--- src/rtl/fp32_add_seq.sv ---
// fp32_add_seq: multi-cycle IEEE-754 binary32 adder/subtractor, one operation in flight.
// Latency: done_o pulses 5 cycles after start_i is sampled in IDLE (back-to-back every 6 cycles).
// Backpressure: none; start_i is ignored (not queued) while busy_o is high.
//
// Ports:
//   clk_gen, srst      clock; synchronous active-high reset
//   start_i            launch; sampled only in IDLE (including the cycle done_o is high)
//   op_a_i, op_b_i     binary32 operands, captured on accepted start
//   sub_i              1: A-B, 0: A+B
//   busy_o             high from the cycle after start is accepted until done_o
//   done_o             one-cycle pulse; result_o/flags_o valid from this cycle
//   result_o           result, held until the next result is packed
//   flags_o            [0] invalid, [1] overflow, [2] underflow/flush, [3] inexact
//
// Build option: define FP32_ADD_SEQ_RNE_EN for round-to-nearest-even with overflow to
// infinity; otherwise results truncate toward zero and overflow saturates to max finite.
module fp32_add_seq (
  input  logic        clk_gen,
  input  logic        srst,
  input  logic        start_i,
  input  logic [31:0] op_a_i,
  input  logic [31:0] op_b_i,
  input  logic        sub_i,
  output logic        busy_o,
  output logic        done_o,
  output logic [31:0] result_o,
  output logic [3:0]  flags_o
);

  // Fixed pipeline depth; one FSM state per cycle plus IDLE.
  localparam int LATENCY = 5;
  localparam int ST_W    = $clog2(LATENCY + 1);

  localparam logic [31:0] QNAN = 32'h7FC0_0000;

  typedef enum logic [ST_W-1:0] {
    ST_IDLE,
    ST_UNPACK,
    ST_ALIGN,
    ST_ADD,
    ST_NORM,
    ST_PACK
  } state_t;

  state_t state, state_nxt;
  logic   busy_nxt, done_nxt;

  // Captured operands
  logic [31:0] a_q, b_q;
  logic        sub_q;

  // UNPACK results
  logic        sign_a_u, sign_b_u;
  logic [7:0]  exp_a_u, exp_b_u;
  logic [23:0] mant_a_u, mant_b_u;
  logic        spec_vld;
  logic [31:0] spec_res;
  logic [3:0]  spec_flg;

  // ALIGN results: mantissas are {hidden, frac[22:0], guard, round, sticky}
  logic        sign_l, sign_s;
  logic [7:0]  exp_l;
  logic [26:0] mant_l, mant_s;

  // ADD results
  logic [27:0]        sum_r;
  logic               sign_r;
  logic signed [9:0]  exp_r;

  // NORM results
  logic [26:0]        mant_n;
  logic signed [9:0]  exp_n;
  logic               sign_n;

  // ---------------------------------------------------------------------------
  // FSM: state register
  // ---------------------------------------------------------------------------
  always_ff @(posedge clk_gen) begin
    if (srst) begin
      state  <= ST_IDLE;
      busy_o <= 1'b0;
      done_o <= 1'b0;
    end else begin
      state  <= state_nxt;
      busy_o <= busy_nxt;
      done_o <= done_nxt;
    end
  end

  // FSM: next state
  always_comb begin
    state_nxt = state;
    case (state)
      ST_IDLE:   if (start_i) state_nxt = ST_UNPACK;
      ST_UNPACK: state_nxt = ST_ALIGN;
      ST_ALIGN:  state_nxt = ST_ADD;
      ST_ADD:    state_nxt = ST_NORM;
      ST_NORM:   state_nxt = ST_PACK;
      ST_PACK:   state_nxt = ST_IDLE;
      default:   state_nxt = ST_IDLE;
    endcase
  end

  // FSM: outputs (registered next cycle, so done_o lands in the IDLE cycle after PACK)
  always_comb begin
    busy_nxt = (state_nxt != ST_IDLE);
    done_nxt = (state == ST_PACK);
  end

  // ---------------------------------------------------------------------------
  // UNPACK: classify, flush denormals, insert hidden bit
  // ---------------------------------------------------------------------------
  logic [7:0]  exp_a, exp_b;
  logic [22:0] frac_a, frac_b;
  logic        sgn_b_eff;
  logic        nan_a, nan_b, snan_a, snan_b, inf_a, inf_b;
  logic        spec_vld_d;
  logic [31:0] spec_res_d;
  logic [3:0]  spec_flg_d;

  always_comb begin
    exp_a     = a_q[30:23];
    frac_a    = a_q[22:0];
    exp_b     = b_q[30:23];
    frac_b    = b_q[22:0];
    sgn_b_eff = b_q[31] ^ sub_q;
    nan_a     = (exp_a == 8'hFF) && (frac_a != 23'd0);
    nan_b     = (exp_b == 8'hFF) && (frac_b != 23'd0);
    snan_a    = nan_a && !frac_a[22];
    snan_b    = nan_b && !frac_b[22];
    inf_a     = (exp_a == 8'hFF) && (frac_a == 23'd0);
    inf_b     = (exp_b == 8'hFF) && (frac_b == 23'd0);

    spec_vld_d = 1'b0;
    spec_res_d = 32'd0;
    spec_flg_d = 4'd0;
    if (nan_a || nan_b) begin
      spec_vld_d = 1'b1;
      spec_res_d = QNAN;
      spec_flg_d = {3'b000, snan_a | snan_b};
    end else if (inf_a && inf_b && (a_q[31] != sgn_b_eff)) begin
      spec_vld_d = 1'b1;
      spec_res_d = QNAN;
      spec_flg_d = 4'b0001;
    end else if (inf_a) begin
      spec_vld_d = 1'b1;
      spec_res_d = {a_q[31], 8'hFF, 23'd0};
    end else if (inf_b) begin
      spec_vld_d = 1'b1;
      spec_res_d = {sgn_b_eff, 8'hFF, 23'd0};
    end
  end

  // ---------------------------------------------------------------------------
  // ALIGN: order by magnitude, shift the smaller operand right in one step
  // ---------------------------------------------------------------------------
  logic        a_ge_b;
  logic [7:0]  exp_big, exp_sml, diff;
  logic [23:0] m_big, m_sml;
  logic [26:0] full_sml, shifted, sml_al;
  logic        lost;

  always_comb begin
    // Denormals were flushed to exp=0/mant=0, so {exp,mant} orders magnitudes correctly.
    a_ge_b   = {exp_a_u, mant_a_u} >= {exp_b_u, mant_b_u};
    exp_big  = a_ge_b ? exp_a_u  : exp_b_u;
    exp_sml  = a_ge_b ? exp_b_u  : exp_a_u;
    m_big    = a_ge_b ? mant_a_u : mant_b_u;
    m_sml    = a_ge_b ? mant_b_u : mant_a_u;
    diff     = exp_big - exp_sml;
    full_sml = {m_sml, 3'b000};
    shifted  = full_sml >> diff[4:0];
    lost     = |(full_sml & ~(27'h7FF_FFFF << diff[4:0]));
    if (diff > 8'd26) begin
      // Shifted entirely past the round bit: only its existence survives, as sticky.
      sml_al = {26'd0, |m_sml};
    end else begin
      sml_al = {shifted[26:1], shifted[0] | lost};
    end
  end

  // ---------------------------------------------------------------------------
  // ADD: magnitude add/subtract; larger operand first so the difference is >= 0
  // ---------------------------------------------------------------------------
  logic [27:0] sum_d;
  logic        sign_d;

  always_comb begin
    if (sign_l ^ sign_s) begin
      sum_d = {1'b0, mant_l} - {1'b0, mant_s};
    end else begin
      sum_d = {1'b0, mant_l} + {1'b0, mant_s};
    end
    // Exact zero is +0 unless both operands were -0.
    sign_d = (sum_d == 28'd0) ? (sign_l & sign_s) : sign_l;
  end

  // ---------------------------------------------------------------------------
  // NORM: one-step normalise, right on carry or left by leading-zero count
  // ---------------------------------------------------------------------------
  logic [4:0]        lzc;
  logic              lz_found;
  logic [26:0]       mant_nd;
  logic signed [9:0] exp_nd;

  always_comb begin
    lzc      = 5'd0;
    lz_found = 1'b0;
    for (int i = 26; i >= 0; i--) begin
      if (!lz_found && sum_r[i]) begin
        lzc      = 5'(26 - i);
        lz_found = 1'b1;
      end
    end
    if (sum_r[27]) begin
      mant_nd = {sum_r[27:2], sum_r[1] | sum_r[0]};
      exp_nd  = exp_r + 10'sd1;
    end else begin
      mant_nd = sum_r[26:0] << lzc;
      exp_nd  = exp_r - $signed({5'd0, lzc});
    end
  end

  // ---------------------------------------------------------------------------
  // PACK: round, range check, assemble
  // ---------------------------------------------------------------------------
  logic [22:0]       frac_p;
  logic signed [9:0] exp_p;
  logic [31:0]       ovf_res;
  logic              inexact;
  logic [31:0]       res_d;
  logic [3:0]        flg_d;
`ifdef FP32_ADD_SEQ_RNE_EN
  logic              round_up;
  logic [24:0]       rnd;
`endif

  always_comb begin
`ifdef FP32_ADD_SEQ_RNE_EN
    // Round up above half, or exactly half with an odd LSB.
    round_up = mant_n[2] & (mant_n[1] | mant_n[0] | mant_n[3]);
    rnd      = {1'b0, mant_n[26:3]} + {24'd0, round_up};
    frac_p   = rnd[24] ? rnd[23:1] : rnd[22:0];
    exp_p    = exp_n + $signed({9'd0, rnd[24]});
    ovf_res  = {sign_n, 8'hFF, 23'd0};
`else
    frac_p   = mant_n[25:3];
    exp_p    = exp_n;
    ovf_res  = {sign_n, 8'hFE, 23'h7F_FFFF};
`endif
    inexact = |mant_n[2:0];

    // A normalised nonzero magnitude always has the hidden bit set.
    if (!mant_n[26]) begin
      res_d = {sign_n, 31'd0};
      flg_d = 4'b0000;
    end else if (exp_p >= 10'sd255) begin
      res_d = ovf_res;
      flg_d = 4'b1010;
    end else if (exp_p <= 10'sd0) begin
      res_d = {sign_n, 31'd0};
      flg_d = 4'b1100;
    end else begin
      res_d = {sign_n, exp_p[7:0], frac_p};
      flg_d = {inexact, 3'b000};
    end

    if (spec_vld) begin
      res_d = spec_res;
      flg_d = spec_flg;
    end
  end

  // ---------------------------------------------------------------------------
  // Datapath registers: each stage writes only in its own state
  // ---------------------------------------------------------------------------
  always_ff @(posedge clk_gen) begin
    if (srst) begin
      a_q      <= 32'd0;
      b_q      <= 32'd0;
      sub_q    <= 1'b0;
      sign_a_u <= 1'b0;
      sign_b_u <= 1'b0;
      exp_a_u  <= 8'd0;
      exp_b_u  <= 8'd0;
      mant_a_u <= 24'd0;
      mant_b_u <= 24'd0;
      spec_vld <= 1'b0;
      spec_res <= 32'd0;
      spec_flg <= 4'd0;
      sign_l   <= 1'b0;
      sign_s   <= 1'b0;
      exp_l    <= 8'd0;
      mant_l   <= 27'd0;
      mant_s   <= 27'd0;
      sum_r    <= 28'd0;
      sign_r   <= 1'b0;
      exp_r    <= 10'sd0;
      mant_n   <= 27'd0;
      exp_n    <= 10'sd0;
      sign_n   <= 1'b0;
      result_o <= 32'd0;
      flags_o  <= 4'd0;
    end else begin
      case (state)
        ST_IDLE: begin
          if (start_i) begin
            a_q   <= op_a_i;
            b_q   <= op_b_i;
            sub_q <= sub_i;
          end
        end
        ST_UNPACK: begin
          sign_a_u <= a_q[31];
          sign_b_u <= sgn_b_eff;
          exp_a_u  <= exp_a;
          exp_b_u  <= exp_b;
          mant_a_u <= (exp_a == 8'd0) ? 24'd0 : {1'b1, frac_a};
          mant_b_u <= (exp_b == 8'd0) ? 24'd0 : {1'b1, frac_b};
          spec_vld <= spec_vld_d;
          spec_res <= spec_res_d;
          spec_flg <= spec_flg_d;
        end
        ST_ALIGN: begin
          sign_l <= a_ge_b ? sign_a_u : sign_b_u;
          sign_s <= a_ge_b ? sign_b_u : sign_a_u;
          exp_l  <= exp_big;
          mant_l <= {m_big, 3'b000};
          mant_s <= sml_al;
        end
        ST_ADD: begin
          sum_r  <= sum_d;
          sign_r <= sign_d;
          exp_r  <= $signed({2'b00, exp_l});
        end
        ST_NORM: begin
          mant_n <= mant_nd;
          exp_n  <= exp_nd;
          sign_n <= sign_r;
        end
        ST_PACK: begin
          result_o <= res_d;
          flags_o  <= flg_d;
        end
        default: ;
      endcase
    end
  end

endmodule

--- config.mk ---
export PLATFORM = sky130hd
export DESIGN_NAME = fp32_add_seq
export DESIGN_NICKNAME = d
export VERILOG_FILES = /design/src/rtl/fp32_add_seq.sv
export SDC_FILE = /design/constraint.sdc
export NUM_CORES = 1
export LEC_CHECK = 0
export ABC_AREA = 1
export CAP_MARGIN = 40
export CORE_ASPECT_RATIO = 1.5
export CORE_MARGIN = 2
export CORE_UTILIZATION = 40
export CTS_CLUSTER_SIZE = 20
export DETAILED_ROUTE_END_ITERATION = 7
export PLACE_DENSITY = 0.59
export SYNTH_ARGS = -nofsm -noshare
export SYNTH_HDL_FRONTEND = slang
export SYNTH_SLANG_ARGS = --single-unit
--- constraint.sdc ---
create_clock -name clk_gen -period 9.25 [get_ports clk_gen]
set_input_delay 0.925 -clock clk_gen [delete_from_list [all_inputs] [get_ports clk_gen]]
set_output_delay 0.925 -clock clk_gen [all_outputs]
set_load 0.02 [all_outputs]
## Yosys cells after proc, flatten, opt, wreduce, memory -nomap -nowiden

Cells that the tools add are included.

| operators by class | value |
|---|---|
| add/sub/neg operators | 5 |
| $lt $le $gt $ge | 4 |
| eq/ne operators | 8 |
| shift-type cells | 3 |
| multiplexer cells | 85 |
| bitwise operators | 8 |
| reductions and logical operators | 76 |

Operators with widths:

| kind | count |
|---|---|
| 2-to-1 mux 32 bit | 5 |
| 2-to-1 mux 5 bit | 25 |
| 2-to-1 mux 24 bit | 4 |
| 2-to-1 mux 31 bit | 3 |
| 2-to-1 mux 27 bit | 2 |
| zero test 23 bit | 2 |
| nonzero test 23 bit | 2 |
| 2-to-1 mux 1 bit | 36 |
| logical AND 1 bit | 34 |
| >= comparator 32 bit | 1 |
| adder 27 x 27 -> 28 bit | 1 |
| zero test 1 bit | 28 |
| zero test 28 bit | 1 |
| 2-to-1 mux 28 bit | 1 |
| subtractor 27 x 27 -> 28 bit | 1 |
| bitwise AND 27 bit | 1 |
| NOT 27 bit | 1 |
| OR reduction 27 bit | 1 |
| << shifter 27 x 5 -> 27 bit | 1 |
| << shifter 27 x 5 -> 27 bit (first input constant) | 1 |
| right shift 27 x 5 -> 27 bit | 1 |
| OR reduction 24 bit | 1 |
| == test 8 bit (second input constant) | 2 |
| zero test 8 bit | 2 |
| 23 further kinds | 32 |

| storage, ports and cells | value |
|---|---|
| register bits after elaboration | 345 |
| input port bits | 68 |
| output and inout port bits | 38 |
| word-level logic and storage cells | 217 |

## Longest topological paths before layout

| logic depth | value |
|---|---|
| word-level depth | 81 |
| gate-level depth with buffers | 31 |
| gate-level depth less buffers | 30 |

## Worst setup path before layout

OpenSTA, ideal clock, no wires.

| timing | value |
|---|---|
| kind | reg2reg |
| from | register sum_r[25] |
| to | register exp_n[8] |
| setup time | 70 ps |
| arrival time | 3,601 ps |
| required time | 9,180 ps |
| slack | 5,579 ps |
| stages on the path, launching flop included | 28 |
| path buffers | 2 |
| clock period less this slack | 3,671 ps |
| path through | dfxtp_1 > nor2_2 > nand2_1 > nor2_2 > nand4_2 > nor2_2 > nand4_2 > nor2_2 > nand4_2 > nor2_2 > nand4_2 > nor2_2 > nand4_1 > nand2_2 > inv_2 > nand2_4 > buf_8 > buf_12 > ha_1 > inv_1 > fa_1 > nand2_1 > o21ai_0 > and2_1 > nor2_1 > nand3_1 > or4_1 > a21oi_1 |

| between the ends | value |
|---|---|
| longest elaborated chain between the ends | 79 |
| elaborated cells on any way between the ends | 104 |
| those cells by class | add/sub (1); mux (52); reduce/logical (51) |

RTL lines:

| item | line | RTL |
|---|---|---|
| start, declared | 66 | `logic [27:0] sum_r;` |
| start signal, assigned | 332 | `sum_r <= sum_d;` |
| logical AND 1 bit (*) | 210 | `if (!lz_found && sum_r[i]) begin` |
| 2-to-1 mux 1 bit | 210 |  |
| zero test 1 bit | 210 |  |
| logical AND 1 bit | 210 |  |
| 2-to-1 mux 1 bit | 210 |  |
| zero test 1 bit | 210 |  |
| logical AND 1 bit | 210 |  |
| 2-to-1 mux 1 bit | 210 |  |
| [... 63 more ...] | -- |  |
| zero test 1 bit | 210 |  |
| logical AND 1 bit | 210 |  |
| 2-to-1 mux 1 bit | 210 |  |
| zero test 1 bit | 210 |  |
| logical AND 1 bit | 210 |  |
| 2-to-1 mux 5 bit (*) | 210 |  |
| subtractor 8 x 5 -> 9 bit (*) | 220 | `exp_nd = exp_r - $signed({5'd0, lzc});` |
| 2-to-1 mux 10 bit (*) | 215 | `if (sum_r[27]) begin` |
| end signal, assigned | 338 | `exp_n <= exp_nd;` |
| end, declared | 72 | `logic signed [9:0] exp_n;` |

Every way passes the cells marked *; elsewhere a longest branch is shown, timed or not.
A chain may end at the register's enable or synchronous reset.

## Worst setup path in the final report

| timing | value |
|---|---|
| from | register exp_b_u[0] |
| to | register mant_s[11] |

| between the ends | value |
|---|---|
| longest elaborated chain between the ends | 5 |
| elaborated cells on any way between the ends | 8 |
| those cells by class | add/sub (1); order compare (2); shift (1); mux (4) |

RTL lines:

| item | line | RTL |
|---|---|---|
| start, declared | 54 | `logic [7:0] exp_a_u, exp_b_u;` |
| start signal, assigned | 317 | `exp_b_u <= exp_b;` |
| >= comparator 32 bit | 165 | `a_ge_b = {exp_a_u, mant_a_u} >= {exp_b_u, mant_b_u};` |
| 2-to-1 mux 8 bit (on tied branches) | 166, 167 |  |
| subtractor 8 bit | 170 | `diff = exp_big - exp_sml;` |
| > comparator 8 x 5 -> 1 bit / right shift 27 x 5 -> 27 bit (equally long branches) | 174, 172 |  |
| 2-to-1 mux 27 bit (*) | 174 | `if (diff > 8'd26) begin` |
| end signal, assigned | 329 | `mant_s <= sml_al;` |
| end, declared | 63 | `logic [26:0] mant_l, mant_s;` |

Marks and branches as above.

==> out/qor.yml <==
synth_area_leaders: "dfxtp_1 (32%), nand2_1 (12%), a21oi_1 (9.0%)"
ys_seq_area_share_pct: 32.21
synth_fa_ha_area_share_pct: 6.013
vias: 19683
yosysUniqueCellTypes: 59
cts.sinks: 312
ant_nets: 0
synth_xor_area_share_pct: 1.581
switching_share_pct: 49.03
max_freq_ghz: 0.1756
synthesis.area_um2: 19390
grt_pass1_vias: 19072
cts_buffers: 34
netlist_instances: 2967
antenna_found_initial: 0
layout_min_cycle_time_ns: 5.693
post_drt_wl_per_cell_um: 18.45
post-route-util_pct: 45.77
drv_cap: 0
drive_gt1_share_pct: 4.708
n_fill_cell: 5067
avgViaCountPerCell: 5.475
die_h_um: 273.7
insertion_delay_ns: 0.55
cts_max_path_buffers: 3
cp.arrival_ns: 6.15
tightestPinTransition_ns: 1.005
crit_path_max_fanout: 38
p_per_area_nw_per_um2: 289.7
first_pass_iters: 6
dieArea_um2: 50300
power_uw: 6341
synth_compound_area_share_pct: 23.24
grtUsageMet3_pct: 2.235
globalplace.congestion: 0.9508
grt_max_degree: 101
async_flop_share_pct: 0
power_frac_comb_pct: 53.5
yosysWarnings: 0
r2r-end: "mant_s[11]$_SDFFE_PP0N_"
gr-usage-met2_pct: 51.17
yosysMostFrequentCell: "nand2_1"
pwr-share-seq_pct: 24.2
synth_top_family_by_area: "simple AND/OR/NAND/NOR gates"
hold_path_class: "reg -> reg"
rr_startpoint: "exp_b_u[0]$_SDFFE_PP0P_"
synth_edf_count: 0
crit_path_start_kind: "flop"
slew_headroom_pct: 32.39
p_leak_uw: 0.009598
ctsHoldBuffers: 0
r2r_slack_ns: 3.56
cts-resized-gates: 0
worstSetupEndpointType: "flop"
io_buffers: 105
synth_area_per_cell_um2: 6.536
worstSetupPathType: "reg -> reg"
hold_start: "flags_o[1]$_SDFFE_PP0P_"
synth_top_area_cell: "dfxtp_1"
min_to: "flags_o[1]$_SDFFE_PP0P_"
grtUsageTotal_pct: 25.96
num_antenna_cells: 0
p_int_uw: 3231
yosys.area_share.simple_pct: 25.19
grt_overflow_total: 0
die_w_um: 183.8
power_switching_uw: 3109
initial_utilization_pct: 40.55
grt_pass1_wl_um: 103300
rsz0062_at_grt: "no"
drv_slew: 0
drcViolationCount: 0
cts_tree: "yes"
outcome: "complete, no violations"
core_um2: 47820
synth_flop_cell: "dfxtp_1"
synth_nets: 3127
peakVddDrop_mv: 0.1672
yosys-top-cells-count: "nand2_1 (644), inv_1 (376), a21oi_1 (347)"
cts.clk_slew.worst_paths_ns: 0.06
rows: 98
required_ns: 9.71
finalCritPeriodShare_pct: 61.55
post_cts_buffers: 0
nets: 3129
muxShareOfSynthArea_pct: 0.3613
grt-busiest-layer: "met2"
skew_ns: 0.02642
drt_iter0_markers: 1269
ios: 106
hpwl_um: 51040
rr_worst_depth: 21
cts_root_buf: "clkbuf_16"
synth_top_area_share_pct: 32.21
htree_levels: 2
syn2layout_area_growth_pct: 12.88
setup_viol: 0
finalHoldViolCount: 0
synth-seq-cells: 312
p_clk_share_pct: 22.3
grt_use_met1_pct: 27.31
holdPathStages: 2
wl_um: 66320
fin_tns_setup_ns: 0
## worst max-delay path by stage
stage | startpoint | depth (start not counted) | slack [ns] | endpoint
finish | exp_b_u[0]$_SDFFE_PP0P_ | 21 | 3.56 | mant_s[11]$_SDFFE_PP0N_
global route | exp_b_u[0]$_SDFFE_PP0P_ | 21 | 2.96 | mant_s[12]$_SDFFE_PP0N_
CTS | exp_b_u[0]$_SDFFE_PP0P_ | 21 | 3.62 | mant_s[11]$_SDFFE_PP0N_
detailed placement | exp_b_u[0]$_SDFFE_PP0P_ | 21 | 3.67 | mant_s[15]$_SDFFE_PP0N_
global placement | mant_b_u[15]$_SDFFE_PP0P_ | 25 | 3.86 | mant_s[12]$_SDFFE_PP0N_
floorplan | sum_r[25]$_SDFFE_PP0N_ | 27 | 5.58 | exp_n[8]$_SDFFE_PP0N_
## layer usage
metal / wire length [um] / part of all wire [%]
met2: 35820 / 54
met4: 3350 / 5.1
met5: 0 / 0
met3: 1870 / 2.8
met1: 25270 / 38
## worst max-delay path, cell delays in order, from the launching register on
cell and delay (ns):
dfxtp_1 0.37, inv_1 0.08, ha_1 0.85, nand4_1 0.25
nor2_1 0.21, nand4_2 0.17, nand3_4 0.37, nand2_1 0.15
o211ai_2 0.10, ha_1 0.17, inv_1 0.05, nand3_1 0.08
nand2_2 0.33, inv_2 0.51, o21ai_1 0.21, nand3_1 0.13
nand3_1 0.11, nor2_1 0.74, nand2_1 0.14, inv_2 0.26
o211ai_1 0.13, a21oi_1 0.15
## area by class of cell
| class | count | area [um^2] | share of cell area [%] |
|---|---|---|---|
| Multi-Input combinational cell | 2099 | 10970 | 50.11 |
| Sequential cell | 312 | 6246 | 28.53 |
| Inverter | 390 | 1469 | 6.711 |
| Timing Repair Buffer | 132 | 1294 | 5.910 |
| Clock buffer | 47 | 949.7 | 4.338 |
| Tap cell | 600 | 750.7 | 3.430 |
| Clock inverter | 15 | 211.5 | 0.9660 |
## power by group through the flow
stage	Clock, uW	Combinational (uW)	Sequential (uW)
after floorplan	0	2450	1530
after global placement	0	3300	1560
after detailed placement	0	3340	1560
after CTS	1440	3350	1530
after global routing	1490	3750	1550
final	1410	3390	1530
## cells in the final DEF, fill, tap and decap left out, drive strengths merged, types with 6 or more instances in the layout
cell	instances
o211ai	28
o21bai	6
clkdlybuf4s50	104
buf	28
nand3	198
dfxtp	312
nor4	22
inv	386
xor2	34
nand4	43
clkinv	15
a31oi	47
o22ai	48
nand2	653
a211oi	10
o21ai	312
mux2i	7
o31ai	6
a21oi	350
clkbuf	47
nor2	190
nor3	20
ha	90
## kinds of logic (layout without fill, tap and decap cells)
group                      count (synthesis)  after routing
buffers and inverters                    556            584
DFF                                      312            312
adders and majority gates                 92             92
AOI/OAI and AO/OA                        832            832
muxes                                      7              7
and+or+nand+nor                         1133           1133
xor gates and xnor gates                  35             35
## state kept, by name, summed over array words and instances, names as in the netlist, 4 cells and up
| name | count |
|---|---|
| exp_n | 10 |
| mant_n | 27 |
| exp_b_u | 8 |
| b_q | 32 |
| result_o | 32 |
| mant_s | 27 |
| a_q | 32 |
| exp_r | 8 |
| flags_o | 4 |
| mant_l | 24 |
| mant_a_u | 24 |
| exp_a_u | 8 |
| sum_r | 28 |
| mant_b_u | 24 |
| exp_l | 8 |
## per-stage QoR
| step | instance area (um^2) | instances | setup slack, ns | hold WS, ns |
|---|---|---|---|---|
| floorplan | 19390 | 2967 | 5.579 | 0.4422 |
| global placement | 20620 | 3524 | 3.857 | 0.4540 |
| detailed placement | 20730 | 3533 | 3.665 | 0.4540 |
| CTS | 21890 | 3595 | 3.620 | 0.4638 |
| global route | 21890 | 3595 | 2.959 | 0.4926 |
| finish | 21890 | 3595 | 3.557 | 0.4677 |
(Power assumes the default switching activity.)
